<file path="config.mk">
export PLATFORM = sky130hd
export DESIGN_NAME = iic_master
export DESIGN_NICKNAME = d
export VERILOG_FILES = /design/src/rtl/iic_master.sv
export SDC_FILE = /design/constraint.sdc
export NUM_CORES = 1
export LEC_CHECK = 0
export ABC_AREA = 1
export BUFFER_PORTS_ARGS = -buffer_cell sky130_fd_sc_hd__buf_2
export CAP_MARGIN = 25
export CORE_MARGIN = 2
export CORE_UTILIZATION = 45
export DETAILED_ROUTE_END_ITERATION = 10
export PLACE_DENSITY_LB_ADDON = 0.1
export SYNTH_ARGS = -nofsm -noshare
export SYNTH_HDL_FRONTEND = slang
export SYNTH_SLANG_ARGS = --single-unit
</file>
<file path="constraint.sdc">
create_clock -name clk -period 1.8 [get_ports clk]
set_input_delay 0.36 -clock clk [delete_from_list [all_inputs] [get_ports clk]]
set_output_delay 0.36 -clock clk [all_outputs]
set_load 0.02 [all_outputs]
</file>
<file path="src/rtl/iic_master.sv">
// Single-master I2C engine: START, 7-bit address + R/W, one data byte, STOP.
// Quarter-period timing, clock stretching on SCL high phases, arbitration loss detection.
module iic_master #(
  parameter int unsigned word_width  = 8,
  parameter int unsigned quarter_div = 4
) (
  input  logic                  clk,
  input  logic                  NRST,
  input  logic                  REQ,
  input  logic [6:0]            ADDR,
  input  logic                  RW,
  input  logic [word_width-1:0] D_IN,
  output logic [word_width-1:0] D_OUT,
  output logic                  BUSY,
  output logic                  DONE,
  output logic                  NACK,
  output logic                  ARB_LOST,
  input  logic                  SDA_IN,
  input  logic                  SCL_IN,
  output logic                  SDA_OUT,
  output logic                  SCL_OUT
);

  localparam int unsigned QW = (quarter_div > 1) ? $clog2(quarter_div) : 1;
  localparam logic [QW-1:0] QLOAD = QW'(quarter_div - 1);

  typedef enum logic [3:0] {
    ST_IDLE, ST_START, ST_ADDR, ST_ADDR_ACK, ST_WRITE,
    ST_WRITE_ACK, ST_READ, ST_READ_ACK, ST_STOP
  } state_t;

  state_t                state;
  logic [QW-1:0]         qcnt;
  logic [1:0]            phase;
  logic [2:0]            bitcnt;
  logic [7:0]            tx;
  logic [7:0]            rx;
  logic                  rw_q;
  logic [word_width-1:0] data_q;
  logic                  in_slot;
  logic                  stall;

  // The quarter counter freezes while SCL is released but a slave still holds it low.
  always_comb begin
    in_slot = (state == ST_ADDR) || (state == ST_ADDR_ACK) || (state == ST_WRITE) ||
              (state == ST_WRITE_ACK) || (state == ST_READ) || (state == ST_READ_ACK);
    stall   = SCL_OUT && !SCL_IN &&
              ((in_slot && phase == 2'd2) || (state == ST_STOP && phase == 2'd1));
  end

  always_ff @(posedge clk) begin
    if (!NRST) begin
      state    <= ST_IDLE;
      qcnt     <= '0;
      phase    <= '0;
      bitcnt   <= '0;
      tx       <= '0;
      rx       <= '0;
      rw_q     <= 1'b0;
      data_q   <= '0;
      D_OUT    <= '0;
      BUSY     <= 1'b0;
      DONE     <= 1'b0;
      NACK     <= 1'b0;
      ARB_LOST <= 1'b0;
      SDA_OUT  <= 1'b1;
      SCL_OUT  <= 1'b1;
    end else begin
      DONE <= 1'b0;
      if (state == ST_IDLE) begin
        SDA_OUT <= 1'b1;
        SCL_OUT <= 1'b1;
        if (REQ) begin
          tx       <= {ADDR, RW};
          rw_q     <= RW;
          data_q   <= D_IN;
          NACK     <= 1'b0;
          ARB_LOST <= 1'b0;
          BUSY     <= 1'b1;
          qcnt     <= QLOAD;
          phase    <= '0;
          state    <= ST_START;
        end
      end else if (!stall) begin
        if (qcnt != '0) begin
          qcnt <= qcnt - QW'(1);
        end else begin
          qcnt <= QLOAD;
          case (state)
            ST_START: begin
              if (phase == 2'd0) begin
                phase   <= 2'd1;
                SDA_OUT <= 1'b0;
              end else begin
                phase   <= '0;
                bitcnt  <= '0;
                SCL_OUT <= 1'b0;
                SDA_OUT <= tx[7];
                state   <= ST_ADDR;
              end
            end
            ST_STOP: begin
              case (phase)
                2'd0: begin
                  phase   <= 2'd1;
                  SCL_OUT <= 1'b1;
                end
                2'd1: begin
                  phase   <= 2'd2;
                  SDA_OUT <= 1'b1;
                end
                default: begin
                  phase <= '0;
                  qcnt  <= '0;
                  BUSY  <= 1'b0;
                  DONE  <= 1'b1;
                  state <= ST_IDLE;
                end
              endcase
            end
            default: begin
              case (phase)
                2'd0: phase <= 2'd1;
                2'd1: begin
                  phase   <= 2'd2;
                  SCL_OUT <= 1'b1;
                end
                2'd2: begin
                  phase <= 2'd3;
                  if (state == ST_READ) rx <= {rx[6:0], SDA_IN};
                  if ((state == ST_ADDR_ACK || state == ST_WRITE_ACK) && SDA_IN) NACK <= 1'b1;
                  // Lost arbitration: abandon the bus immediately, no STOP.
                  if ((state == ST_ADDR || state == ST_WRITE) && SDA_OUT && !SDA_IN) begin
                    ARB_LOST <= 1'b1;
                    BUSY     <= 1'b0;
                    DONE     <= 1'b1;
                    SDA_OUT  <= 1'b1;
                    SCL_OUT  <= 1'b1;
                    phase    <= '0;
                    bitcnt   <= '0;
                    qcnt     <= '0;
                    state    <= ST_IDLE;
                  end
                end
                default: begin
                  phase   <= '0;
                  SCL_OUT <= 1'b0;
                  case (state)
                    ST_ADDR, ST_WRITE, ST_READ: begin
                      if (bitcnt != 3'd7) begin
                        bitcnt  <= bitcnt + 3'd1;
                        tx      <= {tx[6:0], 1'b0};
                        SDA_OUT <= (state == ST_READ) ? 1'b1 : tx[6];
                      end else begin
                        bitcnt  <= '0;
                        SDA_OUT <= 1'b1;
                        if (state == ST_ADDR) state <= ST_ADDR_ACK;
                        else if (state == ST_WRITE) state <= ST_WRITE_ACK;
                        else begin
                          D_OUT <= word_width'(rx);
                          state <= ST_READ_ACK;
                        end
                      end
                    end
                    ST_ADDR_ACK: begin
                      if (NACK) begin
                        SDA_OUT <= 1'b0;
                        state   <= ST_STOP;
                      end else if (rw_q) begin
                        SDA_OUT <= 1'b1;
                        state   <= ST_READ;
                      end else begin
                        tx      <= data_q[7:0];
                        SDA_OUT <= data_q[7];
                        state   <= ST_WRITE;
                      end
                    end
                    default: begin
                      SDA_OUT <= 1'b0;
                      state   <= ST_STOP;
                    end
                  endcase
                end
              endcase
            end
          endcase
        end
      end
    end
  end

endmodule

</file>
==> impl_metrics.json, run 1 <==
{
  "status": "finished, final reports clean",
  "internal_power_mw": 2.77,
  "yosysWarningCount": 0,
  "yosysUniqueCellTypes": 34,
  "path_class": "flip-flop to flip-flop",
  "finish.utilization_pct": 56.4,
  "hold_path.class": "primary input to flip-flop",
  "rows": 28,
  "grt_max_degree": 21,
  "holdBufCountCts": 0,
  "sequentialPowerShare_pct": 29.2,
  "syn-cell-area_mm2": 0.00285,
  "dieHeight_um": 83.6,
  "crit_slowest_cell": "dfxtp_4",
  "firstDrtPassIters": 4,
  "path_max_fanout": 5,
  "p_sw_share_pct": 45.0,
  "power_density_mw_per_mm2": 1480,
  "ys_seq_elements": 50,
  "irDropWorstVdd_v": 0.000654,
  "syn_inst": 434,
  "dieArea_mm2": 0.00698,
  "switching_power_mw": 2.26,
  "final_nets": 516,
  "cts_tree": "yes",
  "layout-drive-gt1-share_pct": 22.5,
  "setup_viol": 0,
  "final_max_slew_viol_count": 0,
  "drtAntennaViolNets": 0,
  "p_leak_nw": 1.65,
  "dp_hpwl_um": 5530,
  "cts_root_buf": "clkbuf_8",
  "start_util_pct": 47.3,
  "worstPathRequired_ns": 2.04,
  "cpPeakStageDelay_ns": 0.38,
  "worstPathCellList": "inv_1 > ha_1 > or2_4 > nand2_1 > nand2_1 > o21bai_1 > nor2_2 > nor2_1 > nor2_1",
  "gp_congestion": 0.924,
  "p_clk_share_pct": 16.5,
  "vias": 2818,
  "antenna_found_initial": 0,
  "via_per_inst": 5.00,
  "area_growth_pct": 19.3,
  "cts.htree.levels": 2,
  "clk_path_buf_depth": 2,
  "relSlewSlack_pct": 69.9,
  "numCtsBuffers": 5,
  "synth_edf_count": 0,
  "endpoint_kind": "flip-flop",
  "wl_um": 7240,
  "synth_flop_cell": "dfxtp_1",
  "syn_area_per_cell_um2": 6.56,
  "rsz0062_at_grt": "yes",
  "clkLatencyLatePin_ns": 0.31,
  "core_area_mm2": 0.00603,
  "max_freq_mhz": 588,
  "grt_pass1_vias": 2684,
  "async_flop_share_pct": 0,
  "ios": 35,
  "die_x_um": 83.6,
  "gr-total-overflow": 0,
  "wl_per_cell_um": 12.8,
  "detail_route.iter0.violations": 163,
  "drc_errors": 0,
  "yosysSeqAreaShare_pct": 35.1,
  "track_usage_pct": 21.5,
  "worstMarginPinSlew_ns": 0.451,
  "cts_sinks": 50,
  "worstPathArrival_ns": 1.94,
  "max-cap-violations": 0,
  "clk_pin_slew_worst_paths_ns": 0.10,
  "fin_tns_setup_ns": 0,
  "skew_ns": 0.00638,
  "period_minus_slack_ns": 1.70,
  "finalHoldViolations": 0,
  "diodes": 0,
  "syn_nets": 462,
  "pwr-share-comb_pct": 54.3,
  "port_buffers": 34,
  "grt_first_pass_wirelength_um": 12500,
  "finalCritPeriodShare_pct": 94.5,
  "start_kind": "flip-flop"
}
logic make-up after synthesis:
group	Yosys count	synth area share, %
AO/OA/AOI/OAI	71	13.5
buffers and inverters	72	10.3
XOR/XNOR	1	0.308
AND/OR/NAND/NOR	233	37.7
flip-flops	50	35.1
adder cells (fa/ha/maj)	7	3.08
through the flow:
step | cell area [um2] | std cells | setup slack, ns | hold WS [ns] | power, mW
global route | 3400 | 564 | -0.0259 | 0.273 | 5.49
global placement | 3220 | 555 | -0.0392 | 0.435 | 4.08
finish | 3400 | 564 | 0.0986 | 0.276 | 5.03
CTS | 3340 | 563 | 0.0273 | 0.266 | 4.96
floorplan | 2850 | 434 | 0.0739 | 0.420 | 3.33
detailed placement | 3220 | 555 | -0.0595 | 0.439 | 4.09
critical path: cells and delay by family (launching register included):
kind | cells | cell delay, ns
compound gates | 1 | 0.17
fa+ha+maj | 1 | 0.21
buf+inv | 1 | 0.07
flops | 1 | 0.38
simple gates | 6 | 0.80
synth_stat cells, types with 3 or more instances:
master / instances / area [um2]
buf_2: 3 / 15.0
nand4_1: 12 / 75.1
nor2_1: 72 / 270
nand3_2: 3 / 30.0
nand2_2: 8 / 50.1
nor2_4: 3 / 33.8
inv_2: 7 / 26.3
inv_1: 53 / 199
dfxtp_1: 50 / 1000
ha_1: 7 / 87.6
o21ai_0: 38 / 190
nor2_2: 4 / 25.0
nand3_1: 29 / 145
nand2_1: 92 / 345
clkbuf_1: 5 / 18.8
a21oi_1: 23 / 115
power by group through the flow:
stage	clock, mW	combinational, mW	sequential [mW]
6_report	0.831	2.73	1.47
5_1_grt	0.909	3.08	1.50
4_1_cts	0.866	2.63	1.46
3_5_place_dp	0	2.61	1.48
2_1_floorplan	0	1.87	1.46
3_3_place_gp	0	2.60	1.48
state kept, by name (all words and copies together), names as in the netlist, 2 cells and up:
name / flops
D_OUT: 8
bitcnt: 3
data_q: 8
phase: 2
qcnt: 2
rx: 8
state: 4
tx: 8
cell usage in the layout (no fill, tap or decap), drive strengths merged, types with 5 or more instances in the layout:
| cell type | instances |
|---|---|
| nand2 | 102 |
| inv | 62 |
| ha | 7 |
| a21oi | 23 |
| nor2 | 79 |
| buf | 57 |
| dfxtp | 50 |
| clkbuf | 5 |
| o21ai | 40 |
| nand3 | 35 |
| nand4 | 12 |
layout make-up:
cell class | instances | area [um2]
flip-flops and latches | 50 | 1010
well taps | 75 | 93.8
clock buffers | 5 | 68.8
repair buffers | 57 | 343
inverters | 61 | 231
clock inverters | 3 | 47.5
multi-input cells | 313 | 1600
fillers | 621 | 2630
path summary, 6_finish.rpt:
path                            cells past startpoint  startpoint   endpoint  slack (ns)
worst max-delay path                                9    phase[1]   state[3]         0.1
worst min-delay path                                3     D_IN[3]  data_q[3]        0.28
worst max register to register                      9    phase[1]   state[3]         0.1
worst min register to register                      2       rx[7]      rx[7]        0.45
per-layer routing:
layer / track usage, % / vias up / part of all wire, % / routed length [um]
met2: 35.9 / 72 / 46 / 3320
li1: - / 1493 / - / -
met3: 3.17 / 8 / 5.5 / 399
met4: 4.69 / 0 / 1.1 / 80
met5: 0 / - / 0 / 0
met1: 29.6 / 1245 / 47 / 3440
timing repair:
| action | in CTS | in global routing |
|---|---|---|
| gates resized for setup | 3 | 15 |
| gates cloned | 0 | 1 |
| buffers inserted | 0 | 0 |
| pin swaps | 1 | 2 |
| hold endpoints to repair | 0 | 0 |
| setup endpoints to repair | 9 | 35 |
Power figures use the tool's default switching activity.
==> run 2: changes to the inputs <==
--- a/config.mk
+++ b/config.mk
@@ -10,6 +10,7 @@
 export CAP_MARGIN = 25
 export CORE_MARGIN = 2
 export CORE_UTILIZATION = 45
+export CTS_BUF_LIST = sky130_fd_sc_hd__clkbuf_16
 export DETAILED_ROUTE_END_ITERATION = 10
 export PLACE_DENSITY_LB_ADDON = 0.1
 export SYNTH_ARGS = -nofsm -noshare
==> impl_metrics.json, run 2 (synthesis results as in run 1) <==
{
  "fin_tns_setup_ns": 0,
  "start_util_pct": 47.3,
  "cts.htree.levels": 2,
  "ios": 35,
  "pwr-share-comb_pct": 51.2,
  "max-cap-violations": 0,
  "holdBufCountCts": 0,
  "status": "finished, final reports clean",
  "met1Wirelength_um": 3440,
  "worstPathRequired_ns": 2.02,
  "antenna_found_initial": 0,
  "port_buffers": 34,
  "start_kind": "flip-flop",
  "core_area_mm2": 0.00603,
  "layout_common_cells": "nand2_1 (92), nor2_1 (70), inv_1 (52)",
  "irDropWorstVdd_v": 0.000649,
  "skew_ns": 0.00688,
  "pre_cts_ws_ns": -0.0595,
  "setup_viol": 0,
  "cts_root_buf": "clkbuf_16",
  "max_freq_mhz": 586,
  "worstPathArrival_ns": 1.93,
  "dp_hpwl_um": 5530,
  "p_clk_share_pct": 21.0,
  "p_leak_nw": 1.67,
  "final_nets": 515,
  "wl_um": 7300,
  "worstMarginPinSlew_ns": 0.450,
  "finalHoldViolations": 0,
  "final_common_cell": "nand2_1",
  "power.total_mw": 5.31,
  "dieHeight_um": 83.6,
  "dp.cells": 555,
  "wl_met2_um": 3450,
  "via_per_inst": 5.02,
  "grt_max_degree": 21,
  "stdcell_area_mm2": 0.00345,
  "relSlewSlack_pct": 69.9,
  "track_usage_pct": 21.7,
  "detail_route.iter0.violations": 151,
  "worst_slack_ns": 0.0939,
  "p_sw_share_pct": 43.3,
  "cts_tree": "yes",
  "path_max_fanout": 5,
  "finish.utilization_pct": 57.3,
  "clkLatencyLatePin_ns": 0.29,
  "path_class": "flip-flop to flip-flop",
  "dieArea_mm2": 0.00698,
  "hold_slack_ns": 0.290,
  "grt_first_pass_wirelength_um": 12500,
  "final_max_slew_viol_count": 0,
  "area_growth_pct": 21.3,
  "gr-total-overflow": 0,
  "switching_power_mw": 2.30,
  "numCtsBuffers": 5,
  "finalCritPeriodShare_pct": 94.8,
  "clk_path_buf_depth": 2,
  "rows": 28,
  "sequentialPowerShare_pct": 27.8,
  "drtAntennaViolNets": 0,
  "period_minus_slack_ns": 1.71,
  "dr.max_layer_used": "met4",
  "stdcell_count": 563,
  "post_dp_cell_area_mm2": 0.00322,
  "internal_power_mw": 3.01,
  "hold_path.class": "primary input to flip-flop",
  "drc_errors": 0,
  "firstDrtPassIters": 5,
  "vias": 2825,
  "power_density_mw_per_mm2": 1540,
  "cts_sinks": 50,
  "diodes": 0,
  "layout-drive-gt1-share_pct": 22.5,
  "grt_pass1_vias": 2682,
  "dr_wl_met3_um": 344,
  "die_x_um": 83.6,
  "endpoint_kind": "flip-flop",
  "wl_per_cell_um": 13.0,
  "clk_pin_slew_worst_paths_ns": 0.07,
  "gp_congestion": 0.924
}
run 2: cell types whose count changed in the layout (fill, tap and decap cells not counted), sizes merged:
cell and delta:
nand3 -1
run 2: power groups by stage:
stage                     clock network [mW]  logic [mW]  registers, mW
after floorplan                            0        1.87           1.46
after global placement                     0        2.60           1.48
after detailed placement                   0        2.61           1.48
after CTS                               1.14        2.64           1.46
after global routing                    1.19        3.06           1.50
final                                   1.12        2.72           1.47
run 2: routing by layer:
metal / GRT usage [%] / vias to the layer above
met3: 3.46 / 6
met1: 29.6 / 1264
met2: 36.4 / 62
met5: 0 / -
met4: 4.40 / 0
li1: - / 1493
run 2: final cells by class:
cell class | instances | area (um2)
clock buffer | 5 | 125
multi-input combinational | 312 | 1600
clock inverter | 3 | 47.5
timing repair buffer | 57 | 343
tap | 75 | 93.8
fill | 610 | 2570
inverter | 61 | 231
sequential | 50 | 1010
run 2: repair_timing:
| item | in CTS | in global routing |
|---|---|---|
| setup endpoints to repair | 8 | 36 |
| pin swaps | 1 | 2 |
| resized for setup | 3 | 17 |
| buffers inserted | 0 | 0 |
run 2: final timing paths:
check | slack (ns) | depth (start not counted) | start | endpoint
setup reg to reg | 0.09 | 9 | phase[1] | state[3]
hold reg to reg | 0.45 | 2 | rx[7] | rx[7]
hold / removal | 0.29 | 3 | D_IN[2] | data_q[2]
setup / recovery | 0.09 | 9 | phase[1] | state[3]
run 2: worst max-delay path, cell delays in order (launching register included):
cell	delay [ns]
dfxtp_4	0.38
inv_1	0.08
ha_1	0.21
or2_4	0.28
nand2_1	0.09
nand2_1	0.08
o21bai_1	0.17
nor2_2	0.19
nor2_1	0.06
nor2_1	0.10
==> run 3: changes to the inputs <==
--- a/config.mk
+++ b/config.mk
@@ -7,8 +7,8 @@
 export LEC_CHECK = 0
 export ABC_AREA = 1
 export BUFFER_PORTS_ARGS = -buffer_cell sky130_fd_sc_hd__buf_2
-export CAP_MARGIN = 25
-export CORE_MARGIN = 2
+export CAP_MARGIN = 20
+export CORE_MARGIN = 3
 export CORE_UTILIZATION = 45
 export CTS_BUF_LIST = sky130_fd_sc_hd__clkbuf_16
 export DETAILED_ROUTE_END_ITERATION = 10
==> impl_metrics.json, run 3 (synthesis results as in run 1) <==
{
  "relSlewSlack_pct": 72.3,
  "cts_sinks": 50,
  "area_growth_pct": 24.1,
  "final_max_slew_viol_count": 0,
  "max-cap-violations": 0,
  "switching_power_mw": 2.33,
  "worstMarginPinSlew_ns": 0.415,
  "sequentialPowerShare_pct": 27.4,
  "hold_path.class": "primary input to flip-flop",
  "clk_path_buf_depth": 2,
  "rsz0062_at_grt": "yes",
  "grt_max_degree": 41,
  "start_kind": "flip-flop",
  "regArea_mm2": 0.00101,
  "worstPathRequired_ns": 2.04,
  "diodes": 0,
  "cts_tree": "yes",
  "p_clk_share_pct": 18.5,
  "post_dp_cell_area_mm2": 0.00332,
  "firstDrtPassIters": 5,
  "final_common_cell": "nand2_1",
  "grt_pass1_vias": 2658,
  "dp_hpwl_um": 5650,
  "worstPathArrival_ns": 1.93,
  "layout_common_cells": "nand2_1 (91), nor2_1 (69), inv_1 (53)",
  "drc_errors": 0,
  "finalCritPeriodShare_pct": 94.0,
  "core_area_mm2": 0.00603,
  "irDropWorstVdd_v": 0.000704,
  "port_buffers": 34,
  "dieHeight_um": 85.6,
  "period_minus_slack_ns": 1.69,
  "dieArea_mm2": 0.00732,
  "setup_viol": 0,
  "max_freq_mhz": 591,
  "multiInputGateArea_mm2": 0.00159,
  "gr-total-overflow": 0,
  "wl_per_cell_um": 12.8,
  "wl_um": 7370,
  "vias": 2907,
  "antenna_found_initial": 0,
  "numCtsBuffers": 5,
  "p_sw_share_pct": 43.5,
  "power.total_mw": 5.36,
  "drtAntennaViolNets": 0,
  "track_usage_pct": 21.1,
  "clk_pin_slew_worst_paths_ns": 0.07,
  "die_x_um": 85.6,
  "power_density_mw_per_mm2": 1520,
  "path_max_fanout": 6,
  "grt_first_pass_wirelength_um": 12500,
  "skew_ns": 0.00939,
  "finalHoldViolations": 0,
  "detail_route.iter0.violations": 106,
  "path_class": "flip-flop to flip-flop",
  "finish.utilization_pct": 58.6,
  "pwr-share-comb_pct": 54.1,
  "dp.cells": 567,
  "rows": 28,
  "clkLatencyLatePin_ns": 0.30,
  "via_per_inst": 5.04,
  "gp_congestion": 0.920,
  "stdcell_area_mm2": 0.00353,
  "start_util_pct": 47.3,
  "endpoint_kind": "flip-flop",
  "final_nets": 529,
  "cts.htree.levels": 2,
  "fill_cells": 583,
  "cts_root_buf": "clkbuf_16",
  "ios": 35,
  "holdBufCountCts": 0,
  "internal_power_mw": 3.03,
  "hold_slack_ns": 0.282,
  "stdcell_count": 577,
  "p_leak_nw": 1.73,
  "layout-drive-gt1-share_pct": 24.3,
  "status": "finished, final reports clean"
}
==> run 3: path summary, 6_finish.rpt <==
kind	cells after the start	from	end	slack [ns]
worst min-delay path	3	D_IN[4]	data_q[4]	0.28
worst max-delay path	11	phase[0]	tx[4]	0.11
worst max register to register	11	phase[0]	tx[4]	0.11
worst min register to register	2	rx[7]	rx[7]	0.45
==> run 3: metal layers <==
layer  up-vias  global-route usage [%]  routed length, um
met2        70                    34.3               3370
li1       1524                       -                  -
met1      1301                    28.9               3520
met3        12                    3.36                350
met4         0                    6.04                134
met5         -                       0                  0
==> run 3: worst max-delay path, stage by stage (launching register included) <==
cell and delay [ns]:
dfxtp_1 0.31, inv_1 0.12, ha_2 0.27, nand3_1 0.13, nand2_2 0.10, nand2_4 0.08
nand2_2 0.17, inv_4 0.07, buf_12 0.13, nand4_1 0.09, nand2_1 0.06, nor2_1 0.08
==> run 3: final cells by class <==
type | count | share of cell area, %
clock buffers | 5 | 3.54
clock inverters | 3 | 0.779
inverters | 61 | 6.55
multi-input cells | 312 | 44.9
flip-flops and latches | 50 | 28.5
well taps | 75 | 2.66
repair buffers | 71 | 13.0
==> run 3: metrics by stage <==
stage,TNS (ns),setup slack (ns)
after floorplan,0,0.0739
after global placement,-0.00160,-0.000938
after detailed placement,0,0.000584
after CTS,0,0.0182
after global routing,-0.226,-0.0296
final,0,0.108
==> run 3: what timing repair did <==
item                       in CTS  in global routing
setup endpoints to repair       6                 31
gates resized for setup         3                 13
buffers inserted                0                  2
pin swaps                       0                  2
==> run 3: power by group through the flow <==
stage          Combinational, mW  Clock (mW)  Sequential (mW)
2_1_floorplan               1.87           0             1.46
3_3_place_gp                2.79           0             1.47
3_5_place_dp                2.80           0             1.48
4_1_cts                     2.82        1.01             1.46
5_1_grt                     3.30        1.04             1.49
6_report                    2.90       0.989             1.47
